`src/rtl/tri_pkg.sv`:
```
`default_nettype none
// ============================================================================
// Module      : tri_pkg
// Description : Shared definitions for the triangle/trapezoid measurement
//               block: FSM state encoding, step-class encoding and default
//               sample / counter widths.
// Revision    : 1.0 - initial release
// ============================================================================
package tri_pkg;

    localparam int c_TRI_DW = 9;    // default sample width
    localparam int c_TRI_CW = 16;   // default length-counter width

    // Measurement FSM states (3-bit encoding)
    typedef enum logic [2:0] {
        ST_SYNC = 3'd0,
        ST_ARM  = 3'd1,
        ST_RISE = 3'd2,
        ST_HOLD = 3'd3,
        ST_FALL = 3'd4
    } tri_state_e;

    // Classification of one sample step (d_in - prev)
    typedef enum logic [1:0] {
        CL_UP   = 2'd0,
        CL_FLAT = 2'd1,
        CL_DOWN = 2'd2,
        CL_BAD  = 2'd3
    } tri_class_e;

endpackage
`default_nettype wire

```
`src/rtl/tri_step_class.sv`:
```
`default_nettype none
// ============================================================================
// Module      : tri_step_class
// Description : Combinational step classifier. Computes d_in - prev as a
//               DW+1 bit two's-complement value and maps it to UP (+1),
//               FLAT (0), DOWN (-1) or BAD (any other step, incl. wrap).
// Revision    : 1.0 - initial release
// ============================================================================
module tri_step_class
    import tri_pkg::*;
#(
    parameter int DW = c_TRI_DW
)
(
    input  logic [DW-1:0] i_d_in,
    input  logic [DW-1:0] i_prev,
    output tri_class_e    o_class
);

    // Extra top bit keeps wrap-around steps (e.g. max -> 0) distinct from +/-1
    logic [DW:0] w_delta;

    assign w_delta = {1'b0, i_d_in} - {1'b0, i_prev};

    // Map the signed step onto its class; anything not +1/0/-1 is BAD
    always_comb begin
        o_class = CL_BAD;
        if (w_delta == {{DW{1'b0}}, 1'b1}) begin
            o_class = CL_UP;
        end else if (w_delta == '0) begin
            o_class = CL_FLAT;
        end else if (w_delta == '1) begin
            o_class = CL_DOWN;
        end
    end

endmodule
`default_nettype wire

```
`src/rtl/tri_meas.sv`:
```
`default_nettype none
// ============================================================================
// Module      : tri_meas
// Description : Waveform measurement for triangle/trapezoid sample streams.
//               Locks onto the rise/hold/fall pattern, publishes peak,
//               trough, segment lengths and period once per period, and
//               flags / counts any step that breaks the pattern.
// Revision    : 1.0 - initial release
// ============================================================================
module tri_meas
    import tri_pkg::*;
#(
    parameter int DW = c_TRI_DW,
    parameter int CW = c_TRI_CW
)
(
    input  logic          clk,
    input  logic          res,
    input  logic          in_vld,
    input  logic [DW-1:0] d_in,
    output logic          locked,
    output logic          meas_vld,
    output logic [DW-1:0] peak,
    output logic [DW-1:0] trough,
    output logic [CW-1:0] rise_len,
    output logic [CW-1:0] hold_len,
    output logic [CW-1:0] fall_len,
    output logic [CW-1:0] period_len,
    output logic          err,
    output logic [7:0]    err_cnt
);

    localparam logic [CW-1:0] c_CNT_ONE = CW'(1);
    localparam logic [CW-1:0] c_CNT_MAX = '1;

    tri_state_e    r_state;
    tri_state_e    w_state_nxt;
    tri_class_e    w_class;

    logic [DW-1:0] r_prev;
    logic          r_primed;      // a sample has been seen since reset
    logic [CW-1:0] r_rise;
    logic [CW-1:0] r_hold;
    logic [CW-1:0] r_fall;
    logic [DW-1:0] r_peak_c;      // peak candidate of the period in progress
    logic [DW-1:0] r_trough_c;    // trough candidate of the period in progress

    logic [CW-1:0] w_rise_nxt;
    logic [CW-1:0] w_hold_nxt;
    logic [CW-1:0] w_fall_nxt;
    logic [DW-1:0] w_peak_c_nxt;
    logic [DW-1:0] w_trough_c_nxt;
    logic [CW-1:0] w_period;
    logic          w_publish;
    logic          w_viol;

    logic          r_meas;
    logic          r_err;
    logic [7:0]    r_err_cnt;
    logic [DW-1:0] r_peak;
    logic [DW-1:0] r_trough;
    logic [CW-1:0] r_rise_len;
    logic [CW-1:0] r_hold_len;
    logic [CW-1:0] r_fall_len;
    logic [CW-1:0] r_period_len;

    tri_step_class #(
        .DW (DW)
    ) u_step_class (
        .i_d_in  (d_in),
        .i_prev  (r_prev),
        .o_class (w_class)
    );

    assign w_period = r_rise + r_hold + r_fall;

    // State register
    always_ff @(posedge clk) begin
        if (!res) begin
            r_state <= ST_SYNC;
        end else begin
            r_state <= w_state_nxt;
        end
    end

    // Next-state, counter updates, publish and violation decisions
    always_comb begin
        w_state_nxt    = r_state;
        w_rise_nxt     = r_rise;
        w_hold_nxt     = r_hold;
        w_fall_nxt     = r_fall;
        w_peak_c_nxt   = r_peak_c;
        w_trough_c_nxt = r_trough_c;
        w_publish      = 1'b0;
        w_viol         = 1'b0;
        // The very first sample after reset has no predecessor to compare to
        if (in_vld && r_primed) begin
            case (r_state)
                ST_SYNC: begin
                    if (w_class == CL_DOWN) begin
                        w_state_nxt = ST_ARM;
                    end
                end
                ST_ARM: begin
                    if (w_class == CL_UP) begin
                        w_state_nxt    = ST_RISE;
                        w_trough_c_nxt = r_prev;
                        w_rise_nxt     = c_CNT_ONE;
                        w_hold_nxt     = '0;
                        w_fall_nxt     = '0;
                    end else if (w_class == CL_BAD) begin
                        w_state_nxt = ST_SYNC;
                    end
                end
                ST_RISE: begin
                    case (w_class)
                        CL_UP: begin
                            if (r_rise == c_CNT_MAX) begin
                                w_viol = 1'b1;
                            end else begin
                                w_rise_nxt = r_rise + c_CNT_ONE;
                            end
                        end
                        CL_FLAT: begin
                            w_state_nxt  = ST_HOLD;
                            w_hold_nxt   = c_CNT_ONE;
                            w_peak_c_nxt = r_prev;
                        end
                        CL_DOWN: begin
                            w_state_nxt  = ST_FALL;
                            w_hold_nxt   = '0;
                            w_fall_nxt   = c_CNT_ONE;
                            w_peak_c_nxt = r_prev;
                        end
                        default: w_viol = 1'b1;
                    endcase
                end
                ST_HOLD: begin
                    case (w_class)
                        CL_FLAT: begin
                            if (r_hold == c_CNT_MAX) begin
                                w_viol = 1'b1;
                            end else begin
                                w_hold_nxt = r_hold + c_CNT_ONE;
                            end
                        end
                        CL_DOWN: begin
                            w_state_nxt = ST_FALL;
                            w_fall_nxt  = c_CNT_ONE;
                        end
                        default: w_viol = 1'b1;
                    endcase
                end
                ST_FALL: begin
                    case (w_class)
                        CL_DOWN: begin
                            if (r_fall == c_CNT_MAX) begin
                                w_viol = 1'b1;
                            end else begin
                                w_fall_nxt = r_fall + c_CNT_ONE;
                            end
                        end
                        CL_UP: begin
                            // Period closes; the current sample starts the next rise
                            w_publish      = 1'b1;
                            w_state_nxt    = ST_RISE;
                            w_trough_c_nxt = r_prev;
                            w_rise_nxt     = c_CNT_ONE;
                            w_hold_nxt     = '0;
                            w_fall_nxt     = '0;
                        end
                        default: w_viol = 1'b1;
                    endcase
                end
                default: w_state_nxt = ST_SYNC;
            endcase
            if (w_viol) begin
                w_state_nxt = ST_SYNC;
            end
        end
    end

    // Sample history, running counters, published results and error counter
    always_ff @(posedge clk) begin
        if (!res) begin
            r_prev       <= '0;
            r_primed     <= 1'b0;
            r_rise       <= '0;
            r_hold       <= '0;
            r_fall       <= '0;
            r_peak_c     <= '0;
            r_trough_c   <= '0;
            r_meas       <= 1'b0;
            r_err        <= 1'b0;
            r_err_cnt    <= '0;
            r_peak       <= '0;
            r_trough     <= '0;
            r_rise_len   <= '0;
            r_hold_len   <= '0;
            r_fall_len   <= '0;
            r_period_len <= '0;
        end else begin
            if (in_vld) begin
                r_prev   <= d_in;
                r_primed <= 1'b1;
            end
            r_rise     <= w_rise_nxt;
            r_hold     <= w_hold_nxt;
            r_fall     <= w_fall_nxt;
            r_peak_c   <= w_peak_c_nxt;
            r_trough_c <= w_trough_c_nxt;
            r_meas     <= w_publish;
            r_err      <= w_viol;
            if (w_publish) begin
                r_peak       <= r_peak_c;
                r_trough     <= r_trough_c;
                r_rise_len   <= r_rise;
                r_hold_len   <= r_hold;
                r_fall_len   <= r_fall;
                r_period_len <= w_period;
            end
            if (w_viol && (r_err_cnt != 8'hFF)) begin
                r_err_cnt <= r_err_cnt + 8'd1;
            end
        end
    end

    assign locked     = (r_state == ST_RISE) || (r_state == ST_HOLD) || (r_state == ST_FALL);
    assign meas_vld   = r_meas;
    assign err        = r_err;
    assign err_cnt    = r_err_cnt;
    assign peak       = r_peak;
    assign trough     = r_trough;
    assign rise_len   = r_rise_len;
    assign hold_len   = r_hold_len;
    assign fall_len   = r_fall_len;
    assign period_len = r_period_len;

endmodule
`default_nettype wire

```
`config.mk`:
```
export PLATFORM = sky130hd
export DESIGN_NAME = tri_meas
export DESIGN_NICKNAME = d
export VERILOG_FILES = /design/src/rtl/tri_pkg.sv /design/src/rtl/tri_step_class.sv /design/src/rtl/tri_meas.sv
export SDC_FILE = /design/constraint.sdc
export NUM_CORES = 1
export LEC_CHECK = 0
export CELL_PAD_IN_SITES_DETAIL_PLACEMENT = 1
export CELL_PAD_IN_SITES_GLOBAL_PLACEMENT = 2
export CORE_MARGIN = 2
export CORE_UTILIZATION = 34
export DETAILED_ROUTE_END_ITERATION = 12
export GPL_ROUTABILITY_DRIVEN = 0
export PLACE_DENSITY = 0.78
export SKIP_CTS_REPAIR_TIMING = 1
export SLEW_MARGIN = 10
export SYNTH_ARGS = -nofsm -noshare
export SYNTH_HDL_FRONTEND = slang
export SYNTH_SLANG_ARGS = --single-unit
export TNS_END_PERCENT = 50
```
`constraint.sdc`:
```
create_clock -name clk -period 8.28 [get_ports clk]
set_input_delay 1.656 -clock clk [delete_from_list [all_inputs] [get_ports clk]]
set_output_delay 1.656 -clock clk [all_outputs]
set_load 0.03 [all_outputs]
```
==> results of run 1 <==
==> placed cells by master, fill, tap and decap left out, types with 33 or more instances in the layout <==
cell	netlist	layout
mux2i_1	35	35
o21ai_0	34	34
dfxtp_1	171	171
nor2_1	48	48
nor2b_1	35	35
clkdlybuf4s50_1	0	103
a21boi_0	36	36
a21oi_1	86	86
nand2_1	197	197
inv_1	33	33
==> kinds of logic (layout without fill, tap and decap cells) <==
logic type	after synthesis	count (layout)	share of synthesized area, %
DFF	171	171	39.0
buffers and inverters	84	175	3.86
and+or+nand+nor	427	427	23.9
muxes	36	36	4.11
AOI/OAI and AO/OA	242	242	17.6
xor gates and xnor gates	35	35	3.49
adders and majority gates	47	47	8.14
==> area by class of cell <==
type	count	area, sq um	area share, %
clock buffers	17	425	3.97
clock inverters	15	198	1.85
inverters	34	128	1.19
multi-input cells	787	5050	47.2
flip-flops and latches	171	3420	32.0
well taps	330	413	3.85
repair buffers	109	1070	10.0
==> how the worst min path moves through the flow <==
stage | depth (start not counted) | slack, ns | start | endpoint
floorplan | 2 | 0.44 | r_peak_c[0] | peak[0]
detailed placement | 2 | 0.45 | hold_len[1] | hold_len[1]
global placement | 2 | 0.44 | period_len[7] | period_len[7]
global route | 2 | 0.47 | period_len[5] | period_len[5]
finish | 2 | 0.45 | period_len[5] | period_len[5]
CTS | 2 | 0.46 | hold_len[1] | hold_len[1]
==> flip-flops by register name (all words and copies together), names as in the netlist <==
register and cells:
err 1, err_cnt 8, fall_len 16, hold_len 16
meas_vld 1, peak 9, period_len 16, r_fall 16
r_hold 16, r_peak_c 9, r_prev 9, r_primed 1
r_rise 16, r_state 3, r_trough_c 9, rise_len 16
trough 9
==> worst max-delay path: cells and delay by family <==
family | cells | cell delay (ns)
adders and majority gates | 3 | 0.98
muxes | 1 | 0.42
and+or+nand+nor | 8 | 2.30
buffers and inverters | 2 | 0.53
AOI/OAI and AO/OA | 4 | 1.00
==> through the flow <==
| step | util, % | power [W] | hold slack, ns |
|---|---|---|---|
| 2_1_floorplan | - | 0.000915 | 0.443 |
| 3_3_place_gp | 39.9 | 0.000941 | 0.439 |
| 3_5_place_dp | 39.9 | 0.000943 | 0.446 |
| 4_1_cts | 42.4 | 0.00180 | 0.456 |
| 5_1_grt | 42.4 | 0.00184 | 0.466 |
| 6_report | 42.4 | 0.00177 | 0.451 |
==> metal layers <==
layer	GRT usage, %	part of all wire [%]	wire length (um)
met3	3.52	3.5	909
met2	33.8	48	12400
met4	5.85	1.5	382
met5	0	0	0
met1	25.7	47	12200
==> report_power, final <==
group	internal (W)	leakage [nW]	switching, W
clock network	0.000463	0.302	0.000386
logic	0.0000365	2.16	0.0000568
registers	0.000825	1.38	0.00000460
==> metrics.csv, run 1 <==
metric;value;unit
Slew @ Worst Pin;1.01;ns
Synthesis Warnings;0;
Critical Path Start Type;input port;
worst path required time;8.61;ns
share of the synthesized area in the top cell type;39.0;%
number of global-route vias before repair;7814;
Final Instance Count excl. Fillers;1463;
most frequent cells after synthesis;nand2_1, dfxtp_1, a21oi_1;
slowest CP cell;or4_4;
Starting Density;34.8;%
CTS Buf Count;17;
core area;25300;sq um
setup TNS;0;ns
CP Class;in2reg;
slack of the critical path;1.71;ns
Top FF cell, synth;dfxtp_1;
Post-Place Cells;1431;
cells along the critical path;clkdlybuf4s50_1 > inv_1 > ha_1 > fa_1 > nand2b_1 > a21o_1 > a311o_1 > or3_4 > or4_4 > nand2_1 > ha_1 > and3_1 > nand3_1 > o21ai_0 > nor2_1 > mux2_2 > or4_1 > o211a_1;
Tightest Hold Check Type;reg2reg;
#FFs+latches synth;171;
worst-path fanout max;20;
Die H;165;um
Critical Path Most Common Cell;ha_1;
first-pass detailed-route iteration total;4;
Clk Latency, worst-skew pair;0.43;ns
ant diodes;0;
number of synthesized flops with an enable pin;0;
Fin Clk Skew;0.0140;ns
Slew Limit Fails;0;
Synth cell types;71;
Die Area;27200;sq um
gr usage total;19.8;%
post-route design area;10700;sq um
Starting DRT DRC Count;346;
flop-to-flop setup slack;3.07;ns
initial antenna violation count;0;
H-tree depth;4;
WL per Instance;17.7;um
Port Buffers;104;
Max Freq;152;MHz
CTS Sinks;171;
clk slew on worst S/H paths;0.07;ns
max-cap viol count;0;
synth-to-layout area growth;21.9;%
first-pass GRT wire length;42300;um
most common cell in the netlist;nand2_1;
reg2reg end;err_cnt[6];
Lkg Pwr;3.84;nW
RSZ-0062 raised after global routing;false;
Worst VDD drop;0.146;mV
IO Pins;105;
Placed Area;10100;sq um
syn nets;1101;
DR vias;7631;
Async SR Flop Fraction;0;%
largest net degree at the start of global routing;95;
Overflow after GRT;0;
PwrDens;165;nW/um^2
CTS max path bufs;2;
layout cell share with drive strength beyond 1;5.47;%
Mapped Avg Cell Area;8.43;sq um
Period Utilization, post-route;79.4;%
worst r2r src;r_prev[0];
status;finished clean;
Rel. slew slack;32.4;%
Antenna Violating Nets Remaining;0;
CP arrival;6.90;ns
post-synthesis instance total;1042;
nets;1179;
cell taking the most area after synthesis;dfxtp_1;
CP Capture Point;err_cnt[6];
Root Driver;clkbuf_16;
Critical Path Start;d_in[0];
Worst path max stage delay;0.62;ns
Hold Fails Final Rpt;0;
CTS tree;built;
Detailed Place HPWL;18700;um
Std-Cell Rows;58;
Mapped Area;8790;sq um
Post-Place Worst Slack;1.28;ns
sequential share of the synthesized area;39.0;%
drt via density;5.22;
Worst Setup End Kind;flip-flop;
Detailed Route WL;25900;um
Die Wd;165;um
fill cell count;2956;
reg2reg path depth;16;
# setup viols final;0;
ranking of synthesized cells by area;dfxtp_1, nand2_1, a21oi_1;
# DRC;0;
Tmin final;6.57;ns
Note: power is estimated with default switching activity, not from simulation.
==> run 2: changes to the inputs <==
==> constraint.sdc (replaced) <==
create_clock -name clk -period 6.7 [get_ports clk]
set_input_delay 1.34 -clock clk [delete_from_list [all_inputs] [get_ports clk]]
set_output_delay 1.34 -clock clk [all_outputs]
set_load 0.03 [all_outputs]
==> run 2 against run 1 <==
Effect of this change:
- clock skew about the same
- via count up 0.98%
- critical path depth is 1 higher
- critical path type unchanged
- critical endpoint is now r_hold[13]
- highest routed layer unchanged
==> metrics.csv, run 2 (synthesized netlist as in run 1, its figures left out) <==
metric;value;unit
# DRC;0;
slowest CP cell;or4_4;
WL per Instance;17.7;um
fill cell count;2965;
Starting DRT DRC Count;295;
Rel. slew slack;28.0;%
Port Buffers;104;
PwrDens;206;nW/um^2
Fin Clk Skew;0.0145;ns
max-cap viol count;0;
layout cell share with drive strength beyond 1;6.05;%
clk slew on worst S/H paths;0.07;ns
most frequent cells in the layout;nand2_1, dfxtp_1, clkdlybuf4s50_1, a21oi_1, nor2_1;
Slew @ Worst Pin;1.08;ns
RSZ-0062 raised after global routing;false;
Post-Place Worst Slack;0.212;ns
Detailed Route WL;26100;um
slack of the critical path;0.568;ns
IO Pins;105;
worst-path fanout max;13;
setup TNS;0;ns
Worst Setup End Kind;flip-flop;
number of global-route vias before repair;7689;
Max Freq;163;MHz
initial antenna violation count;0;
Period Utilization, post-route;91.5;%
ant diodes;0;
nets;1187;
Die H;165;um
Starting Density;34.8;%
Hold Fails Final Rpt;0;
Root Driver;clkbuf_16;
Tightest Hold Check Type;reg2reg;
synth-to-layout area growth;22.6;%
most common cell after layout, fill and taps aside;nand2_1;
Critical Path Start Type;input port;
Overflow after GRT;0;
CTS tree;built;
Worst path max stage delay;0.62;ns
flop-to-flop setup slack;1.61;ns
Die Wd;165;um
Detailed Place HPWL;19200;um
HP Start;period_len[6];
Antenna Violating Nets Remaining;0;
drt via density;5.24;
Clk Latency, worst-skew pair;0.44;ns
H-tree depth;4;
Critical Path Most Common Cell;ha_1;
CTS Buf Count;17;
first-pass GRT wire length;41700;um
# setup viols final;0;
hold endpoint;period_len[6];
DR vias;7706;
WHS Path Cells;2;
status;finished clean;
cells along the critical path;clkdlybuf4s50_1 > inv_1 > ha_1 > fa_1 > nand2b_1 > a21o_1 > a311o_1 > or3_4 > or4_4 > nand2_1 > ha_1 > nor2_1 > o21ai_0 > o221ai_1 > a31oi_1 > buf_4 > o211ai_1 > or3_1 > a21oi_1;
Lkg Pwr;3.89;nW
Die Area;27200;sq um
first-pass detailed-route iteration total;4;
core area;25300;sq um
CTS max path bufs;2;
gr usage total;19.6;%
Std-Cell Rows;58;
Tmin final;6.13;ns
Worst VDD drop;0.142;mV
Slew Limit Fails;0;
CP Class;in2reg;
reg2reg end;r_hold[13];
worst path required time;7.06;ns
largest net degree at the start of global routing;70;
CP arrival;6.49;ns
worst r2r src;r_prev[0];
reg2reg path depth;17;
CTS Sinks;171;
[run 2: cell types whose count changed in the layout (fill, tap and decap cells not counted), sizes merged]
cell / change
clkinvlp: -1
bufinv: +1
clkinv: -1
inv: +1
buf: +8
[run 2: how the worst max path moves through the flow]
stage | start | end | slack, ns | cells past startpoint
floorplan | d_in[0] | r_hold[7] | 0.73 | 20
global placement | d_in[0] | r_hold[11] | 0.35 | 19
detailed placement | d_in[0] | r_hold[9] | 0.21 | 19
CTS | d_in[0] | r_hold[13] | 0.61 | 19
global route | d_in[0] | r_hold[13] | 0.26 | 19
finish | d_in[0] | r_hold[13] | 0.57 | 19
[run 2: per-layer routing]
layer	GRT usage, %	up-vias	routed length [um]
li1	-	3825	-
met1	25.3	3754	12200
met2	34.5	111	12800
met3	3.11	16	793
met4	4.43	0	231
met5	0	-	0
[run 2: final cells by class]
type	instances	area, sq um	area share [%]
tap	330	413	3.83
timing repair buffer	117	1130	10.5
sequential	171	3420	31.8
inverter	34	128	1.18
multi-input combinational	787	5050	46.8
clock buffer	17	425	3.95
clock inverter	15	203	1.88
[run 2: per-stage QoR]
step	hold slack, ns	cell area (sq um)	utilization [%]	std cells	power [W]
CTS	0.456	10800	42.7	1471	0.00225
floorplan	0.443	8790	-	1042	0.00113
global placement	0.438	10100	40.2	1439	0.00116
finish	0.451	10800	42.7	1471	0.00222
global route	0.472	10800	42.7	1471	0.00230
detailed placement	0.448	10100	40.2	1439	0.00117
[run 2: worst max-delay path: cells and delay by family]
family,cells,cell delay (ns)
AO/OA/AOI/OAI,7,1.59
AND/OR/NAND/NOR,6,1.95
adder cells (fa/ha/maj),3,0.85
buffers and inverters,3,0.73
[run 2: power by group]
part / switching [W] / internal [W] / total (W)
registers: 0.00000571 / 0.00102 / 0.00102
clock network: 0.000472 / 0.000604 / 0.00108
logic: 0.0000693 / 0.0000456 / 0.000115
==> run 3: changes to the inputs <==
--- a/config.mk
+++ b/config.mk
@@ -5,6 +5,7 @@
 export SDC_FILE = /design/constraint.sdc
 export NUM_CORES = 1
 export LEC_CHECK = 0
+export ABC_AREA = 0
 export CELL_PAD_IN_SITES_DETAIL_PLACEMENT = 1
 export CELL_PAD_IN_SITES_GLOBAL_PLACEMENT = 2
 export CORE_MARGIN = 2
@@ -13,6 +14,7 @@
 export GPL_ROUTABILITY_DRIVEN = 0
 export PLACE_DENSITY = 0.78
 export SKIP_CTS_REPAIR_TIMING = 1
+export SKIP_LAST_GASP = 1
 export SLEW_MARGIN = 10
 export SYNTH_ARGS = -nofsm -noshare
 export SYNTH_HDL_FRONTEND = slang
==> results of run 3 <==
Final layout, timing and power as in run 2 (identical DEF).
